File: config.mk
export PLATFORM = sky130hd
export DESIGN_NAME = cpu_sequencer
export DESIGN_NICKNAME = d
export VERILOG_FILES = /design/src/rtl/cpu_sequencer.sv
export SDC_FILE = /design/constraint.sdc
export NUM_CORES = 1
export LEC_CHECK = 0
export ABC_AREA = 1
export BUFFER_PORTS_ARGS = -buffer_cell sky130_fd_sc_hd__clkbuf_2
export CORE_AREA = 2 2 58 71
export CTS_BUF_LIST = sky130_fd_sc_hd__clkbuf_8
export CTS_CLUSTER_SIZE = 20
export DETAILED_ROUTE_END_ITERATION = 10
export DIE_AREA = 0 0 60 73
export HOLD_SLACK_MARGIN = 0.08
export PLACE_DENSITY_LB_ADDON = 0.2
export SLEW_MARGIN = 20
export SYNTH_ARGS = -nofsm -noshare
export SYNTH_HDL_FRONTEND = slang
export SYNTH_SLANG_ARGS = --single-unit
File: constraint.sdc
create_clock -name clk -period 3.8 [get_ports clk]
set_input_delay 0.38 -clock clk [delete_from_list [all_inputs] [get_ports clk]]
set_output_delay 0.38 -clock clk [all_outputs]
set_load 0.03 [all_outputs]
File: src/rtl/cpu_sequencer.sv
// Fetch/decode/execute sequencer for the 8-bit core: fetches instructions over a
// req/ack handshake, holds them in the IR and turns decoder enables into commit strobes.
module cpu_sequencer #(
    parameter int PROGRAM_DataWidth = 16,
    parameter int MEM_TIMEOUT       = 15,
    parameter int CNT_WIDTH         = 16
) (
    input  logic                         clk,
    input  logic                         reset,
    input  logic                         run,
    input  logic                         step,
    input  logic                         halt_req,
    output logic                         mem_req,
    input  logic                         mem_ack,
    input  logic [PROGRAM_DataWidth-1:0] mem_data,
    output logic [PROGRAM_DataWidth-1:0] ir,
    input  logic                         dec_wr_en,
    input  logic                         dec_stat_wr_en,
    input  logic                         dec_cnt_wr_en,
    output logic                         reg_wr_strobe,
    output logic                         stat_wr_strobe,
    output logic                         pc_load,
    output logic                         pc_inc,
    output logic                         halted,
    output logic                         bus_error,
    output logic [CNT_WIDTH-1:0]         instr_count
);

    localparam int TW = (MEM_TIMEOUT > 1) ? $clog2(MEM_TIMEOUT) : 1;
    localparam logic [TW-1:0] TIMEOUT_LAST = TW'(MEM_TIMEOUT - 1);
    localparam logic [TW-1:0] TIMEOUT_ONE  = {{(TW-1){1'b0}}, 1'b1};
    localparam logic [CNT_WIDTH-1:0] CNT_ONE = {{(CNT_WIDTH-1){1'b0}}, 1'b1};

    typedef enum logic [2:0] {
        S_IDLE    = 3'd0,
        S_FETCH   = 3'd1,
        S_DECODE  = 3'd2,
        S_EXECUTE = 3'd3,
        S_ERROR   = 3'd4
    } state_t;

    state_t                       r_state;
    state_t                       w_state_next;
    logic [PROGRAM_DataWidth-1:0] r_ir;
    logic                         r_step_mode;
    logic                         w_step_mode_next;
    logic [TW-1:0]                r_timeout;
    logic [TW-1:0]                w_timeout_next;
    logic                         r_bus_error;
    logic [CNT_WIDTH-1:0]         r_instr_count;
    logic                         w_ir_load;
    logic                         w_count_en;
    logic                         w_exec;

    always_comb begin
        w_state_next     = r_state;
        w_step_mode_next = r_step_mode;
        w_timeout_next   = r_timeout;
        w_ir_load        = 1'b0;
        w_count_en       = 1'b0;
        case (r_state)
            S_IDLE: begin
                // halt_req outranks run, and run outranks step
                if (!halt_req) begin
                    if (run) begin
                        w_state_next     = S_FETCH;
                        w_step_mode_next = 1'b0;
                    end else if (step) begin
                        w_state_next     = S_FETCH;
                        w_step_mode_next = 1'b1;
                    end
                end
            end
            S_FETCH: begin
                if (mem_ack) begin
                    w_ir_load      = 1'b1;
                    w_timeout_next = '0;
                    w_state_next   = S_DECODE;
                end else if (r_timeout == TIMEOUT_LAST) begin
                    w_timeout_next = '0;
                    w_state_next   = S_ERROR;
                end else begin
                    w_timeout_next = r_timeout + TIMEOUT_ONE;
                end
            end
            S_DECODE: begin
                w_state_next = S_EXECUTE;
            end
            S_EXECUTE: begin
                w_count_en = 1'b1;
                if (r_step_mode || halt_req || !run) begin
                    w_state_next = S_IDLE;
                end else begin
                    w_state_next = S_FETCH;
                end
            end
            S_ERROR: begin
                w_state_next = S_ERROR;
            end
            default: begin
                w_state_next = S_IDLE;
            end
        endcase
    end

    always_ff @(posedge clk) begin
        if (reset) begin
            r_state       <= S_IDLE;
            r_ir          <= '0;
            r_step_mode   <= 1'b0;
            r_timeout     <= '0;
            r_bus_error   <= 1'b0;
            r_instr_count <= '0;
        end else begin
            r_state     <= w_state_next;
            r_step_mode <= w_step_mode_next;
            r_timeout   <= w_timeout_next;
            if (w_ir_load) begin
                r_ir <= mem_data;
            end
            if (w_count_en) begin
                r_instr_count <= r_instr_count + CNT_ONE;
            end
            if (w_state_next == S_ERROR) begin
                r_bus_error <= 1'b1;
            end
        end
    end

    // Strobes are suppressed while reset is asserted so an aborted EXECUTE commits nothing
    assign w_exec         = (r_state == S_EXECUTE) && !reset;
    assign reg_wr_strobe  = w_exec && dec_wr_en;
    assign stat_wr_strobe = w_exec && dec_stat_wr_en;
    assign pc_load        = w_exec && dec_cnt_wr_en;
    assign pc_inc         = w_exec && !dec_cnt_wr_en;

    assign mem_req     = (r_state == S_FETCH);
    assign halted      = (r_state == S_IDLE) || (r_state == S_ERROR);
    assign bus_error   = r_bus_error;
    assign ir          = r_ir;
    assign instr_count = r_instr_count;

endmodule

==> run summary <==
======================================================================================
Run status                                                                complete, no violations
Buffers on Ports                                                                    63
Sink of the worst hold path                                                     ir[14]
Worst slew margin relative to its limit                                          58.8%
Syn Nets                                                                           289
Critical path peak fanout                                                           26
WP data required                                                               3.42 ns
Ratio of cells with drive above 1 in the final layout                            32.0%
Synthesis-to-layout area growth                                                  19.7%
Number of iterations in the first detailed-routing pass                              4
Total inserted antenna cells                                                         0
DR WL/cell                                                                     10.4 µm
Residual DRC count                                                                   0
Area of the multi-input gates                                                  986 µm²
Detailed-placement wirelength estimate                                         2870 µm
Cell types occupying the most area after synthesis                        sky130_fd_sc_hd__dfxtp_1 41%, sky130_fd_sc_hd__nand2_1 9.2%, sky130_fd_sc_hd__nor2_1 5.8%
R2R Path End                                                              instr_count[12]
Maximum count of clock buffers along a single path                                   2
Count of vias placed by the detailed router                                      1,841
FF+latch area                                                                  821 µm²
Power density over the cells                                                349 nW/µm²
Die ar.                                                                       4380 µm²
Vias/cell                                                                         4.90
Total overflow reported by the global router                                         0
Maximum ir drop on the vdd rail                                                 209 µV
Worst slack, placed                                                            1.65 ns
Number of global-route vias before repair                                        1,599
Static leakage power                                                           1.02 nW
Fill cells                                                                         382
Total routing usage reported by global routing                                   19.6%
HP Class                                                                  input pin to register
Post-synth EDFFs                                                                     0
Total count of max-transition violations in the final report                         0
#FFs+latches synth                                                                  41
Total clock buffers created by CTS                                                   5
Most frequent cell after synthesis                                        sky130_fd_sc_hd__nand2_1
Clock slew at the register clock pins of the worst setup and hold paths        0.07 ns
Global placer's final weighted congestion                                        0.850
Cell row count                                                                      25
Initial antenna violation count                                                      0
Chip Height                                                                      73 µm
CP endpoint kind                                                            output pin
Sequential element share of the synthesized area                                 41.2%
Total negative setup slack                                                        0 ns
Initial core utilization                                                         52.7%
First-pass GRT wire length                                                     6600 µm
Post-CTS setup buffers                                                               0
Non-Filler Cell Area, Final                                                   2390 µm²
Number of sinks handled by clock tree synthesis                                     41
Final worst-path setup slack                                                   1.68 ns
Count of final setup violators                                                       0
Placed Area                                                                   2300 µm²
Share of the synthesized area in the top cell type                               41.2%
Synth Cell Area                                                               1990 µm²
Largest net degree at the start of global routing                                   27
Mapped Avg Cell Area                                                          7.64 µm²
Clk_lat worst skew                                                             0.29 ns
Crit path kind                                                            input pin to output pin
CTS tree                                                                           yes
Period minus WS final                                                          2.12 ns
Level count of the clock H-tree                                                      2
Number of cells traversed by the worst hold path                                     3
Synth cell count leaders                                                  49 x sky130_fd_sc_hd__nand2_1, 41 x sky130_fd_sc_hd__dfxtp_1, 31 x sky130_fd_sc_hd__nor2_1, 26 x sky130_fd_sc_hd__inv_1, 23 x sky130_fd_sc_hd__a21oi_1
Hold bufs inserted after CTS                                                         0
Number of distinct library cells after synthesis                                    28
Final cycle utilization of the critical path                                     55.9%
Die Span X                                                                       60 µm
Final net count                                                                    350
RSZ-0062 raised after global routing                                                no
FF-to-FF Start                                                            instr_count[1]
Transition time at the pin with the least slew margin                         0.618 ns
Top Ports                                                                           64
Asr flop ratio synth                                                                0%
Worst r2r path cells                                                                 8
Reg-to-reg slack, setup                                                        2.33 ns
Gate count of the mapped netlist                                                   261
Area of the core region                                                       3780 µm²
Worst Hold Launch                                                         mem_data[14]
Worst endpoint data arrival time                                               1.74 ns
Startpoint type of the worst setup path                                      input pin
Cell taking the most area after synthesis                                 sky130_fd_sc_hd__dfxtp_1
Yosys warning total                                                                  0
Final worst clock skew                                                      0.00711 ns
Iteration-0 DRC count of the detailed router                                        63
Number of failing hold endpoints at the final stage                                  0
Highest clock frequency the design can meet                                    471 MHz
Number of antenna-violating nets in the routed design                                0
Cells resized by post-CTS repair                                                     0
Ys flop type                                                              sky130_fd_sc_hd__dfxtp_1
Design Power                                                                  0.832 mW
Number of max-cap violations                                                         0
Total Wirelength                                                               3920 µm
Clk Tree Root Cell                                                        sky130_fd_sc_hd__clkbuf_8
======================================================================================
-- how the worst max path moves through the flow --
stage,from,endpoint,slack (ns),depth (start not counted)
floorplan,r_state[0],pc_inc,2.22,4
global route,reset,reg_wr_strobe,1.51,5
finish,reset,pc_inc,1.68,5
detailed placement,reset,pc_inc,1.65,5
global placement,reset,stat_wr_strobe,1.66,5
CTS,reset,pc_inc,1.64,5
-- cells by family (layout without fill, tap and decap cells) --
logic type	Yosys count	count (layout)	share of synthesized area [%]
compound gates	47	47	13.7
xor+xnor	2	2	0.878
fa+ha+maj	3	3	1.88
buf+inv	38	99	9.41
flops	41	41	41.2
simple gates	130	130	33.0
-- power by group --
group | total [mW] | switching (mW) | internal, mW | leakage, nW
combinational | 0.102 | 0.0710 | 0.0313 | 0.641
sequential | 0.449 | 0.00851 | 0.441 | 0.332
clock | 0.281 | 0.139 | 0.141 | 0.0485
total | 0.832 | 0.219 | 0.614 | 1.02
-- worst max-delay path, stage by stage --
cell and delay (ns):
sky130_fd_sc_hd__clkbuf_2 0.48, sky130_fd_sc_hd__inv_1 0.41, sky130_fd_sc_hd__nand2_1 0.24, sky130_fd_sc_hd__nor2_1 0.06, sky130_fd_sc_hd__clkbuf_2 0.18
-- stage by stage --
stage | instances | hold WS, ns | util, %
floorplan | 261 | 0.429 | -
global placement | 369 | 0.446 | 60.8
detailed placement | 369 | 0.456 | 60.8
CTS | 376 | 0.325 | 63.1
global route | 376 | 0.330 | 63.1
finish | 376 | 0.329 | 63.1
-- layer usage --
| metal | share of wire, % | GRT usage [%] | vias to the layer above |
|---|---|---|---|
| met5 | 0 | 0 | - |
| li1 | - | - | 976 |
| met4 | 1.5 | 7.41 | 0 |
| met3 | 5.0 | 5.85 | 6 |
| met2 | 51 | 33.7 | 43 |
| met1 | 43 | 22.4 | 816 |
-- cell type report --
cell class	count	area share, %
Tap cell	54	2.83
Sequential cell	41	34.4
Clock buffer	6	3.46
Multi-Input combinational cell	182	41.3
Inverter	29	4.66
Clock inverter	1	0.157
Timing Repair Buffer	63	13.2
-- cells in the final DEF, fill, tap and decap left out --
cell / n
sky130_fd_sc_hd__xnor2_1: 1
sky130_fd_sc_hd__nand2_1: 49
sky130_fd_sc_hd__clkbuf_8: 6
sky130_fd_sc_hd__nand2_2: 4
sky130_fd_sc_hd__nor2_1: 31
sky130_fd_sc_hd__nand4_1: 7
sky130_fd_sc_hd__o21ai_0: 13
sky130_fd_sc_hd__inv_2: 2
sky130_fd_sc_hd__nor2_4: 3
sky130_fd_sc_hd__nand3_1: 16
sky130_fd_sc_hd__a21oi_2: 9
sky130_fd_sc_hd__nand3b_1: 1
sky130_fd_sc_hd__dfxtp_1: 41
sky130_fd_sc_hd__clkbuf_2: 63
sky130_fd_sc_hd__o21ai_1: 1
sky130_fd_sc_hd__nand2_4: 1
sky130_fd_sc_hd__xor2_1: 1
sky130_fd_sc_hd__ha_1: 3
sky130_fd_sc_hd__a41oi_1: 1
sky130_fd_sc_hd__nand3_2: 10
sky130_fd_sc_hd__a21oi_1: 23
sky130_fd_sc_hd__inv_4: 1
sky130_fd_sc_hd__nand3_4: 1
sky130_fd_sc_hd__nor3_1: 4
sky130_fd_sc_hd__nor2_2: 3
sky130_fd_sc_hd__inv_1: 27
-- registers in the layout, indices dropped and copies added, names as in the netlist --
register / cells
r_state: 3
instr_count: 16
r_timeout: 4
r_step_mode: 1
bus_error: 1
ir: 16
Power figures use the tool's default switching activity.
